==> src/rtl/output_buffer_pkg.sv <==
// Shared definitions for the chronospatial pipeline output stage: value width,
// the REG_O destination select, and the output buffer state encodings.
package output_buffer_pkg;

    localparam int OUT_DATA_W = 3;

    // Destination select that marks an execute-stage write as a REG_O emission
    localparam logic [1:0] SEL_REG_O = 2'd3;

    typedef enum logic [1:0] {
        ST_RUN   = 2'd0,
        ST_DRAIN = 2'd1,
        ST_DONE  = 2'd2
    } buf_state_t;

endpackage

==> src/rtl/output_buffer_mem.sv <==
// Storage array for the output buffer: synchronous write, asynchronous
// (show-ahead) read.
module out_buf_mem #(
    parameter int DEPTH  = 8,
    parameter int DATA_W = 3
) (
    input  logic                     clk,
    input  logic                     i_we,
    input  logic [$clog2(DEPTH)-1:0] i_waddr,
    input  logic [DATA_W-1:0]        i_wdata,
    input  logic [$clog2(DEPTH)-1:0] i_raddr,
    output logic [DATA_W-1:0]        o_rdata
);

    logic [DATA_W-1:0] r_mem [DEPTH];

    always_ff @(posedge clk) begin
        if (i_we) begin
            r_mem[i_waddr] <= i_wdata;
        end
    end

    assign o_rdata = r_mem[i_raddr];

endmodule

==> src/rtl/output_buffer.sv <==
// Output FIFO between execute (REG_O writes) and the pins, with stall, halt/drain
// tracking and done. Optional sticky drop flag: define OUT_BUF_OVERFLOW_FLAG_EN.
module output_buffer
    import output_buffer_pkg::*;
#(
    parameter int DEPTH     = 8,
    parameter int DATA_W    = OUT_DATA_W,
    parameter int AF_MARGIN = 2
) (
    input  logic                   clk,
    input  logic                   rst,
    input  logic [DATA_W-1:0]      in_data,
    input  logic                   in_valid,
    input  logic                   prog_halt,
    output logic                   stall,
    output logic [DATA_W-1:0]      out_data,
    output logic                   out_valid,
    input  logic                   out_ready,
    output logic [$clog2(DEPTH):0] count,
    output logic                   done,
    output logic                   overflow
);

    localparam int AW = $clog2(DEPTH);
    localparam int PW = AW + 1;
    localparam logic [PW-1:0] STALL_TH = PW'(DEPTH - AF_MARGIN);

    logic [PW-1:0] r_wrPtr;
    logic [PW-1:0] r_rdPtr;
    logic [PW-1:0] r_count;
    buf_state_t    r_state;
    buf_state_t    w_nextState;

    logic w_full;
    logic w_empty;
    logic w_push;
    logic w_pop;

    // The extra pointer bit distinguishes a full buffer from an empty one
    assign w_full  = (r_wrPtr[AW] != r_rdPtr[AW]) && (r_wrPtr[AW-1:0] == r_rdPtr[AW-1:0]);
    assign w_empty = (r_wrPtr == r_rdPtr);
    assign w_pop   = !w_empty && out_ready;
    assign w_push  = in_valid && (!w_full || w_pop) && (r_state != ST_DONE);

    out_buf_mem #(
        .DEPTH  (DEPTH),
        .DATA_W (DATA_W)
    ) u_mem (
        .clk     (clk),
        .i_we    (w_push),
        .i_waddr (r_wrPtr[AW-1:0]),
        .i_wdata (in_data),
        .i_raddr (r_rdPtr[AW-1:0]),
        .o_rdata (out_data)
    );

    always_ff @(posedge clk) begin
        if (rst) begin
            r_wrPtr <= '0;
            r_rdPtr <= '0;
            r_count <= '0;
            r_state <= ST_RUN;
        end else begin
            r_state <= w_nextState;
            if (w_push) begin
                r_wrPtr <= r_wrPtr + 1'b1;
            end
            if (w_pop) begin
                r_rdPtr <= r_rdPtr + 1'b1;
            end
            if (w_push && !w_pop) begin
                r_count <= r_count + 1'b1;
            end else if (w_pop && !w_push) begin
                r_count <= r_count - 1'b1;
            end
        end
    end

    // Leave DRAIN only when nothing is queued and nothing is arriving
    always_comb begin
        w_nextState = r_state;
        case (r_state)
            ST_RUN: begin
                if (prog_halt) begin
                    w_nextState = ST_DRAIN;
                end
            end
            ST_DRAIN: begin
                if (w_empty && !w_push && !in_valid) begin
                    w_nextState = ST_DONE;
                end
            end
            ST_DONE: begin
                w_nextState = ST_DONE;
            end
            default: begin
                w_nextState = ST_RUN;
            end
        endcase
    end

    assign out_valid = !w_empty;
    assign count     = r_count;
    assign stall     = (r_count >= STALL_TH);
    assign done      = (r_state == ST_DONE);

`ifdef OUT_BUF_OVERFLOW_FLAG_EN
    logic w_drop;
    logic r_overflow;

    assign w_drop = in_valid && w_full && !w_pop && (r_state != ST_DONE);

    always_ff @(posedge clk) begin
        if (rst) begin
            r_overflow <= 1'b0;
        end else if (w_drop) begin
            r_overflow <= 1'b1;
        end
    end

    assign overflow = r_overflow;
`else
    assign overflow = 1'b0;
`endif

endmodule

==> config.mk <==
export PLATFORM = sky130hd
export DESIGN_NAME = output_buffer
export DESIGN_NICKNAME = d
export VERILOG_FILES = /design/src/rtl/output_buffer_pkg.sv /design/src/rtl/output_buffer_mem.sv /design/src/rtl/output_buffer.sv
export SDC_FILE = /design/constraint.sdc
export NUM_CORES = 1
export LEC_CHECK = 0
export CORE_MARGIN = 2
export CORE_UTILIZATION = 52
export CTS_BUF_LIST = sky130_fd_sc_hd__clkbuf_2 sky130_fd_sc_hd__clkbuf_4 sky130_fd_sc_hd__clkbuf_8
export DETAILED_ROUTE_END_ITERATION = 6
export GPL_TIMING_DRIVEN = 0
export PLACE_DENSITY = 0.71
export SLEW_MARGIN = 20
export SYNTH_ARGS = -nofsm -noshare
export SYNTH_HDL_FRONTEND = slang
export SYNTH_HIERARCHICAL = 1
export SYNTH_SLANG_ARGS = --single-unit
==> constraint.sdc <==
create_clock -name clk -period 3.7 [get_ports clk]
set_input_delay 0.37 -clock clk [delete_from_list [all_inputs] [get_ports clk]]
set_output_delay 0.37 -clock clk [all_outputs]
set_load 0.01 [all_outputs]
### Yosys cells after proc, flatten, opt, wreduce, memory -nomap -nowiden

Memories as Yosys holds them, arrays and structs flattened. A register that Yosys moved wholly into a read port is not among the register bits.
Cells that the tools add are included.

| word-level totals | value |
|---|---|
| bits in latches | 0 |
| RAM bits | 24 |
| memories | 1 |
| output and inout port bits | 11 |
| input bits | 8 |
| bits in read-only memories | 0 |
| logic and storage cells | 44 |
| register bits | 14 |

Memory list:

| memory | depth | bits a word | read ports | clocked after memory_dff | write ports | line | RTL |
|---|---|---|---|---|---|---|---|
| u_mem.r_mem | 8 | 3 | 1 | 1 | 1 | output_buffer_mem.sv:15 | `logic [DATA_W-1:0] r_mem [DEPTH];` |

| cells by class | value |
|---|---|
| shifts and indexed selects | 0 |
| multipliers | 0 |
| multiplexer cells | 9 |
| bitwise logic cells | 0 |
| $lt $le $gt $ge | 1 |
| add/sub/neg operators | 4 |
| eq/ne operators | 8 |
| reductions and logical operators | 17 |
| div/mod/pow operators | 0 |

Operators by type and width:

| operator | number |
|---|---|
| $add 4x1->4 const B | 3 |
| $logic_and 1x1->1 | 8 |
| $mux 4 | 2 |
| $mux 3 | 2 |
| $ne 2x2->1 const B | 3 |
| $pmux 2 s3 | 1 |
| $logic_not 1->1 | 5 |
| $eq 4x4->1 | 1 |
| $ge 4x3->1 const B | 1 |
| $mux 2 | 2 |
| $sub 4x1->4 const B | 1 |
| $eq 3x3->1 | 1 |
| $eq 2x1->1 const B | 1 |
| $eq 2x2->1 const B | 1 |
| $logic_not 2->1 | 1 |
| $mux 1 | 2 |
| $reduce_and 2->1 | 1 |
| $reduce_bool 2->1 | 1 |
| $logic_or 1x1->1 | 1 |
| $ne 1x1->1 | 1 |

### Depth between registers and ports, before layout

Gate-level depths: netlist of run 1.

| depth | value |
|---|---|
| depth in word-level cells | 11 |
| mapped depth | 12 |
| mapped depth without buffers | 11 |

### Cells and area by module

Netlist of run 1, hierarchy kept.

By module, submodules not included:

| module | sequential area each (µm²) | cells an instance | instances | area an instance (µm²) |
|---|---|---|---|---|
| out_buf_mem | 720.7 | 47 | 1 | 982.2 |
| output_buffer | 280.3 | 115 | 1 | 949.7 |

### Least setup slack after synthesis of run 1

No wires, ideal clock.

| timing path | value |
|---|---|
| kind | reg-to-reg |
| from | register r_rdPtr[3] |
| to | register r_count[3] (netlist: count[3]) |
| data arrival time | 2.518 ns |
| required time | 3.579 ns |
| path buffers | 1 |
| cell stages (with the launch flop) | 13 |
| setup time | 0.121 ns |
| setup slack | 1.062 ns |
| period minus slack after synthesis | 2.638 ns |
| cells stage by stage | dfxtp_1 -> xnor2_1 -> or2_2 -> clkbuf_1 -> nor2_1 -> nor2_1 -> ha_1 -> inv_1 -> ha_1 -> a21oi_1 -> a211oi_1 -> a31oi_1 -> mux2_2 |

| between the ends | value |
|---|---|
| cells in the longest elaborated chain, start to end | 9 |
| elaborated cells between the ends (all ways) | 15 |
| those cells by class | eq/ne: 2; mux: 1; reduce/logical: 12 |

Ends and longest elaborated chain:

| what | line | RTL |
|---|---|---|
| start, declared | output_buffer.sv:29 | `logic [PW-1:0] r_rdPtr;` |
| start signal, assigned | output_buffer.sv:69 | `r_rdPtr <= r_rdPtr + 1'b1;` |
| $eq 4x4->1 / $ne 1x1->1 (equally long branches) | output_buffer.sv:41, output_buffer.sv:40 |  |
| $logic_not 1->1 / $logic_and 1x1->1 (equally long branches) | output_buffer.sv:42, output_buffer.sv:40 |  |
| $logic_and 1x1->1 / $logic_not 1->1 (equally long branches) | output_buffer.sv:42, output_buffer.sv:43 |  |
| $logic_or 1x1->1 (*) | output_buffer.sv:43 | `assign w_push = in_valid && (!w_full \|\| w_pop) && (r_state != ST_DONE);` |
| $logic_and 1x1->1 (*) (2 in a row) | output_buffer.sv:43 |  |
| named net w_push | output_buffer.sv:36 | `logic w_push;` |
| $logic_not 1->1 | output_buffer.sv:73 | `end else if (w_pop && !w_push) begin` |
| $logic_and 1x1->1 | output_buffer.sv:73 |  |
| $reduce_bool 2->1 (no source line) | n/a |  |
| end signal, assigned | output_buffer.sv:72 | `r_count <= r_count + 1'b1;` |
| end signal, assigned | output_buffer.sv:74 | `r_count <= r_count - 1'b1;` |
| end, declared | output_buffer.sv:30 | `logic [PW-1:0] r_count;` |

Mark *: on every way through the listed nets, which the timed path passes. The rest lies on a longest branch.
A chain may end at the register's enable or synchronous reset.

### Final worst setup path of run 1

Same ends and word-level chain as after synthesis.

==> results.cfg, run 1 <==
[timing]
maxSlewHeadroom = 0.638
fin_crit_sh = 0.812
finalMaxSlewViolations = 0
fin_crit_ns = 3.00
tightest_slew_ns = 0.539
rsz0062_at_grt = no
tns_ns = 0
setup_slack_ns = 0.696
fmax_mhz = 333
finClkSkew_ns = 0.00284
finalSetupViolations = 0
finalHoldViolations = 0

[yosys]
synth.area.top_cells = edfxtp_1 (37%), dfxtp_1 (15%), mux4_1 (8.2%), ha_1 (5.2%), nor2_1 (2.9%)
syn_avg_cell_area_sq_um = 11.9
synth_cell_types = 40
syn_area_sq_um = 1930
syn-num-nets = 179
ys_ff_latch = 38
yosys_warnings = 6
syn_inst = 162
synth_top_cell_area_share = 0.373
async_flop_share = 0
synth-seq-area-share = 0.518
synth_enable_flop_cells = 24
synthFlopType = edfxtp_1
synth_top_area_cell = edfxtp_1

[min_path]
hold_end = r_state[1]
whs_path_depth = 2
holdCritStartpoint = r_state[1]
hold_class = flop to flop

[cells_and_area]
drive_above_1_share = 0.0914
fin_nets = 202
stdcell_count = 234
final_common_cell = edfxtp_1
fin_util = 0.628
filler_cell_count = 308
mostFrequentLayoutCells = edfxtp_1 (24), clkdlybuf4s50_1 (16), nor2_1 (15)
antennaDiodeCount = 0
area_delta_synth_final_pct = 17.3

[clock_tree]
ctsRootBufferMaster = clkbuf_8
numCtsBuffers = 5
post_cts_buffers = 0
clk_path_buf_depth = 2
clk_pin_slew_ns = 0.07
insertion_delay_ns = 0.29
tritoncts = built
htree_num_levels = 2
cts_hold_buffers = 0
cts.sinks = 38
cts_resized = 0

[die]
initial_core_util = 0.536
io_pins = 19
die_w_microns = 65.0
core_sq_um = 3610
core.rowCount = 22
design.die.area_sq_um = 4220
die_h_microns = 65.0

[setup_path]
cp-start-kind = flop
cp.required_ns = 3.88
worstPathArrival_ns = 3.18
reg2reg_slack_ns = 0.70
slowest_stage = xnor2_1
path_class = flop to flop
crit_fanout = 8
crit_chain = xnor2_1 -> or2_2 -> clkbuf_1 -> nor2_1 -> nor2_1 -> ha_1 -> inv_1 -> ha_1 -> a21oi_1 -> a211oi_1 -> a31oi_1 -> mux2_2
rr_startpoint = r_rdPtr[3]
endpoint_kind = flop
reg2regPathDepth = 12
r2r-end = count[3]
slowest_delay_ns = 0.37

[global_routing]
grt_usage = 0.198
grt_overflow = 0
grt_pass1_wl_microns = 6230
grt_pass1_vias = 1367
met1_usage = 0.251
use_met2 = 0.329
busiest_layer = met2
grt_start_max_net_pins = 14
antenna_found_initial = 0
use_met3 = 0.0573

[power_and_ir_drop]
internal_power_w = 0.00107
p_seq_frac = 0.369
p_sw_w = 0.000571
p_comb_frac = 0.420
power_w = 0.00164
p_clk_frac = 0.211
power_density_nw_per_um2 = 725
irDropWorstVdd_mv = 0.368
p_leak_nw = 0.795
p_sw_frac = 0.347

[routing]
drtPass1Iterations = 4
post_drt_wl_per_cell_microns = 15.1
drtIter0Drc = 55
ant_nets = 0
drc_errors = 0
vias = 1315
vias_per_cell = 5.62
wirelength_microns = 3540

[place]
dp_hpwl_microns = 2600
place.port_buffers = 16
dp_cells = 226
pre_cts_ws_ns = 0.554
gp_congestion = 0.785

[job]
maxCapViolations = 0

[status]
status = finished clean
[cells in the mapped netlist (all sizes together) (2+ instances only)]
master and number:
and3 2, ha 8, nand3 5, nor3 3
nand2 10, mux4 6, a41oi 2, o21ai 4
nor2b 3, edfxtp 24, xnor2 5, xor2 2
inv 9, mux2i 2, clkbuf 4, or3b 2
nand2b 5, a211oi 2, or3 2, dfxtp 14
a21oi 11, o311ai 3, mux2 4, buf 2
nor2 15
[layout make-up]
| type | count | area (sq um) | share of cell area |
|---|---|---|---|
| Buffer | 6 | 33.8 | 0.0149 |
| Clock buffer | 5 | 68.8 | 0.0304 |
| Clock inverter | 3 | 45.0 | 0.0199 |
| Inverter | 9 | 33.8 | 0.0149 |
| Multi-Input combinational cell | 109 | 863 | 0.381 |
| Sequential cell | 38 | 1000 | 0.442 |
| Tap cell | 48 | 60.1 | 0.0265 |
| Timing Repair Buffer | 16 | 160 | 0.0707 |
[sequential cells by signal, summed over array words and instances (netlist names)]
name and cells:
count 4, r_rdPtr 4, r_state 2, r_wrPtr 4, u_mem/r_mem 24
[power by group through the flow]
stage               sequential [W]  clock, W  combinational, W
floorplan                 0.000598         0          0.000481
global placement          0.000609         0          0.000661
detailed placement        0.000614         0          0.000688
CTS                       0.000607  0.000356          0.000692
global route              0.000618  0.000373          0.000780
finish                    0.000606  0.000346          0.000690
[worst max-delay path, delay by kind of cell, from the launching register on]
kind | cells | cell delay [ns]
fa+ha+maj | 2 | 0.54
compound gates | 3 | 0.46
simple gates | 3 | 0.46
xor+xnor | 1 | 0.37
buf+inv | 2 | 0.37
mux | 1 | 0.35
flops | 1 | 0.33
[kinds of logic after synthesis]
group | Yosys count | synth area share
simple gates | 52 | 0.136
mux | 12 | 0.115
other cells | 1 | 0.00194
compound gates | 28 | 0.0997
flops | 38 | 0.518
buf+inv | 15 | 0.0350
fa+ha+maj | 9 | 0.0622
xor+xnor | 7 | 0.0317
[metal layers]
metal  vias up  part of all wire  routed length [microns]
met5         -                 0                        0
met4         0            0.0054                       19
met3         2             0.034                      122
met2        26              0.49                     1750
met1       639              0.47                     1660
li1        648                 -                        -
[how the worst max path moves through the flow]
stage	start	endpoint	depth (start not counted)
CTS	r_rdPtr[3]	count[3]	12
global placement	out_ready	count[3]	12
finish	r_rdPtr[3]	count[3]	12
detailed placement	out_ready	count[3]	12
global route	r_rdPtr[3]	count[3]	12
floorplan	r_rdPtr[3]	count[3]	12
[metrics by stage]
step / hold WS [ns] / cell area, sq um
after floorplan: 0.469 / 1930
after CTS: 0.501 / 2270
after global routing: 0.531 / 2270
final: 0.509 / 2270
after global placement: 0.479 / 2150
after detailed placement: 0.488 / 2150
Power figures use the tool's default switching activity.
==> run 2: changes to the inputs <==
- PLACE_DENSITY: 0.71 -> 0.74
- clock period: 3.7 -> 2.61 ns (I/O delays scaled with it)
==> run 2 against run 1 <==
Sequential power is 49% higher. Sequential share of layout area is 1.5 points lower. First-iteration DRC count is 27% higher. Count of clock-buffer cells in the layout is 1 higher. Critical path depth is 8 lower. Largest cell class unchanged.
==> results.cfg, run 2 (synthesized netlist as in run 1, its figures left out) <==
[status]
status = finished clean

[power_and_ir_drop]
p_sw_w = 0.000863
p_comb_frac = 0.468
irDropWorstVdd_mv = 0.622
power_density_nw_per_um2 = 1020
p_sw_frac = 0.355
p_seq_frac = 0.371
p_leak_nw = 0.836
p_clk_frac = 0.161
power_w = 0.00243
internal_power_w = 0.00157

[place]
dp_hpwl_microns = 2600
gp_congestion = 0.768
placed_area_sq_um = 2160
pre_cts_ws_ns = -0.427
place.port_buffers = 16

[clock_tree]
clk_pin_slew_ns = 0.07
ctsRootBufferMaster = clkbuf_8
numCtsBuffers = 5
clk_path_buf_depth = 2
cts_hold_buffers = 0
htree_num_levels = 2
cts.sinks = 38
insertion_delay_ns = 0.29
tritoncts = built

[cells_and_area]
multi_input_area_sq_um = 963
mostFrequentLayoutCells = edfxtp_1 (24), clkdlybuf4s50_1 (16), nor2_1 (14)
register_area_sq_um = 1020
filler_cell_count = 269
final_cell_area_sq_um = 2390
largest-register = u_mem/r_mem
final_common_cell = edfxtp_1
antennaDiodeCount = 0
area_delta_synth_final_pct = 23.8
fin_nets = 206
largest_reg_flops = 24
drive_above_1_share = 0.205

[global_routing]
grt_overflow = 0
grt_pass1_vias = 1325
grt_pass1_wl_microns = 6090
grt_start_max_net_pins = 13
antenna_found_initial = 0
grt_usage = 0.195

[routing]
drtIter0Drc = 70
wirelength_microns = 3800
drc_errors = 0
vias_per_cell = 5.75
ant_nets = 0
post_drt_wl_per_cell_microns = 16.0
vias = 1369
drtPass1Iterations = 5

[setup_path]
slowest_stage = mux4_1
slowest_delay_ns = 0.55
crit_fanout = 6
setup.worst_path.end = out_data[1]
rr_startpoint = r_wrPtr[1]
reg2reg_slack_ns = 0.15
cp-startpoint = r_rdPtr[0]
path_class = flop to output pin
cp.required_ns = 2.35
r2r-end = count[3]
crit_chain = buf_6 -> mux4_1 -> mux2_2 -> clkdlybuf4s50_1
endpoint_kind = output pin
worstPathArrival_ns = 2.21
reg2regPathDepth = 11
cp-start-kind = flop

[job]
maxCapViolations = 0

[die]
core_sq_um = 3610
io_pins = 19
design.die.area_sq_um = 4220
die_h_microns = 65.0
initial_core_util = 0.536
die_w_microns = 65.0
core.rowCount = 22

[timing]
fin_crit_ns = 2.47
finalSetupViolations = 0
fin_crit_sh = 0.946
finClkSkew_ns = 0.00555
finalHoldViolations = 0
setup_slack_ns = 0.141
finalMaxSlewViolations = 0
fmax_mhz = 405

[min_path]
hold_class = input port to flop
-- run 2: what timing repair did --
item,CTS,global route
setup endpoints to repair,1,1
gates resized for setup,20,5
buffers inserted,1,4
pin swaps,2,3
-- run 2: power by group through the flow --
stage	Combinational (W)	Sequential (W)	Clock (W)
floorplan	0.000682	0.000848	0
global placement	0.000939	0.000866	0
detailed placement	0.000970	0.000872	0
CTS	0.00106	0.000899	0.000399
global route	0.00126	0.000918	0.000418
finish	0.00114	0.000900	0.000391
-- run 2: final cells by class --
class | count | area share
clock buffer | 6 | 0.0319
inverter | 9 | 0.0141
timing repair buffer | 21 | 0.0827
tap | 48 | 0.0251
buffer | 5 | 0.0126
clock inverter | 2 | 0.00419
multi-input combinational | 109 | 0.403
sequential | 38 | 0.426
-- run 2: metrics by stage --
| step | hold slack, ns | setup TNS, ns | instances | utilization |
|---|---|---|---|---|
| floorplan | 0.360 | 0 | 162 | - |
| global placement | 0.483 | -0.346 | 226 | 0.599 |
| detailed placement | 0.496 | -0.475 | 226 | 0.599 |
| CTS | 0.428 | 0 | 234 | 0.649 |
| global route | 0.489 | -0.0102 | 238 | 0.663 |
| finish | 0.434 | 0 | 238 | 0.663 |
-- run 2: how the worst min path moves through the flow --
stage                from           endpoint  slack [ns]  cells after the start
6_report              rst           count[3]        0.43                      3
4_1_cts               rst           count[3]        0.43                      3
3_3_place_gp   r_state[1]         r_state[1]        0.48                      2
3_5_place_dp   r_state[1]         r_state[1]        0.50                      2
2_1_floorplan  in_data[0]  u_mem/r_mem[0][0]        0.36                      0
5_1_grt               rst           count[3]        0.49                      3
-- run 2: critical path, delay by kind of cell, from the launching register on --
| kind | cells | cell delay, ns |
|---|---|---|
| multiplexers | 2 | 0.84 |
| buffers and inverters | 2 | 0.64 |
| flip-flops | 1 | 0.44 |
-- run 2: layer usage --
layer / vias to the layer above / global-route usage / part of all wire
li1: 663 / - / -
met1: 661 / 0.247 / 0.45
met2: 37 / 0.314 / 0.50
met3: 8 / 0.0417 / 0.039
met4: 0 / 0.101 / 0.020
met5: - / 0 / 0
==> run 3: changes to the inputs <==
- PLACE_DENSITY: 0.74 -> 0.8
==> run 3 against run 2 <==
Critical endpoint is now count[3]. Critical path type is now flop to flop. Count of clock-buffer cells in the layout down 1. Register-to-register slack worse by 0.07 ns. Largest power group unchanged. Fmax down 2.5%. Clock skew up 0.0024 ns. Die area unchanged. Power up 14%.
==> results.cfg, run 3 (synthesized netlist as in run 1, its figures left out) <==
[place]
pre_cts_ws_ns = -0.451
dp_cells = 226
dp_hpwl_microns = 2710
place.port_buffers = 16
gp_congestion = 0.833

[global_routing]
grt_overflow = 0
grt_usage = 0.221
grt_pass1_wl_microns = 6910
antenna_found_initial = 0
grt_pass1_vias = 1452
grt_start_max_net_pins = 13

[clock_tree]
numCtsBuffers = 5
insertion_delay_ns = 0.29
ctsRootBufferMaster = clkbuf_8
tritoncts = built
clk_pin_slew_ns = 0.07
clk_path_buf_depth = 2
cts.sinks = 38
htree_num_levels = 2

[timing]
tns_ns = 0
fmax_mhz = 395
tightest_slew_ns = 0.727
setup_slack_ns = 0.0783
finalMaxSlewViolations = 0
fin_crit_sh = 0.970
finClkSkew_ns = 0.00794
fin_crit_ns = 2.53
worst_hold_slack_ns = 0.445
finalHoldViolations = 0
maxSlewHeadroom = 0.512
finalSetupViolations = 0

[setup_path]
cp-startpoint = r_rdPtr[0]
worstPathArrival_ns = 2.71
cp_top_family = compound AO/OA/AOI/OAI gates
rr_startpoint = r_rdPtr[0]
crit_chain = xnor2_4 -> buf_4 -> a41o_4 -> ha_1 -> inv_1 -> ha_4 -> a21oi_2 -> a211oi_1 -> a31oi_1 -> mux2_2
critPathBufInv = 2
slowest_delay_ns = 0.45
cp.required_ns = 2.79
crit_fanout = 7
cp-start-kind = flop
path_class = flop to flop
endpoint_kind = flop
slowest_stage = dfxtp_2

[cells_and_area]
fin_nets = 209
fin_util = 0.686
mostFrequentLayoutCells = edfxtp_1 (24), clkdlybuf4s50_1 (16), nor2_1 (13)
final_common_cell = edfxtp_1
largest_reg_flops = 24
drive_above_1_share = 0.212
stdcell_count = 241
area_delta_synth_final_pct = 28.0
largest-register = u_mem/r_mem
antennaDiodeCount = 0

[routing]
wirelength_microns = 4540
drtPass1Iterations = 4
drc_errors = 0
vias_per_cell = 6.07
vias = 1464
post_drt_wl_per_cell_microns = 18.8
ant_nets = 0
drtIter0Drc = 97

[job]
maxCapViolations = 0

[die]
design.die.area_sq_um = 4220
core_sq_um = 3610
io_pins = 19
core.rowCount = 22
die_h_microns = 65.0
die_w_microns = 65.0
initial_core_util = 0.536

[power_and_ir_drop]
p_leak_nw = 0.868
irDropWorstVdd_mv = 0.702
power_density_nw_per_um2 = 1120

[min_path]
holdCritStartpoint = rst
hold_class = input port to flop

[status]
status = finished clean
run 3: path summary, 6_finish.rpt:
| kind | to | slack, ns | cells after the start |
|---|---|---|---|
| setup reg to reg | count[3] | 0.08 | 10 |
| setup / recovery | count[3] | 0.08 | 10 |
| hold / removal | count[3] | 0.44 | 3 |
| hold reg to reg | r_state[1] | 0.52 | 2 |
run 3: report_power, final:
group	switching (W)	internal [W]	total, W	leakage [nW]
registers	0.000150	0.000758	0.000908	0.337
logic	0.000617	0.000665	0.00128	0.466
clock network	0.000207	0.000378	0.000586	0.0658
run 3: timing repair:
item | CTS | global route
setup buffers | 4 | 4
hold buffers | 0 | 0
endpoints found under the setup margin | 2 | 1
pin swaps | 3 | 4
gates resized for setup | 19 | 8
cloned | 0 | 0
run 3: tightest hold or removal path: cells and delay by family:
family        cells  cell delay [ns]
mux               1             0.14
simple gates      1             0.14
buf+inv           1             0.16
run 3: metal layers:
metal / routed length, microns / vias to the layer above / GRT usage
met5: 0 / - / 0
met1: 1810 / 723 / 0.271
li1: - / 667 / -
met2: 2350 / 59 / 0.371
met4: 118 / 0 / 0.104
met3: 256 / 15 / 0.0469
run 3: area by class of cell:
class / count / area [sq um]
inverter: 9 / 33.8
buffer: 5 / 30.0
tap: 48 / 60.1
sequential: 38 / 1020
fill: 250 / 1130
timing repair buffer: 24 / 220
multi-input combinational: 109 / 976
clock buffer: 5 / 68.8
clock inverter: 3 / 63.8
run 3: stage by stage:
step	power, W	cell area [sq um]
6_report	0.00278	2470
3_3_place_gp	0.00179	2160
4_1_cts	0.00262	2410
2_1_floorplan	0.00153	1940
3_5_place_dp	0.00186	2160
5_1_grt	0.00291	2470
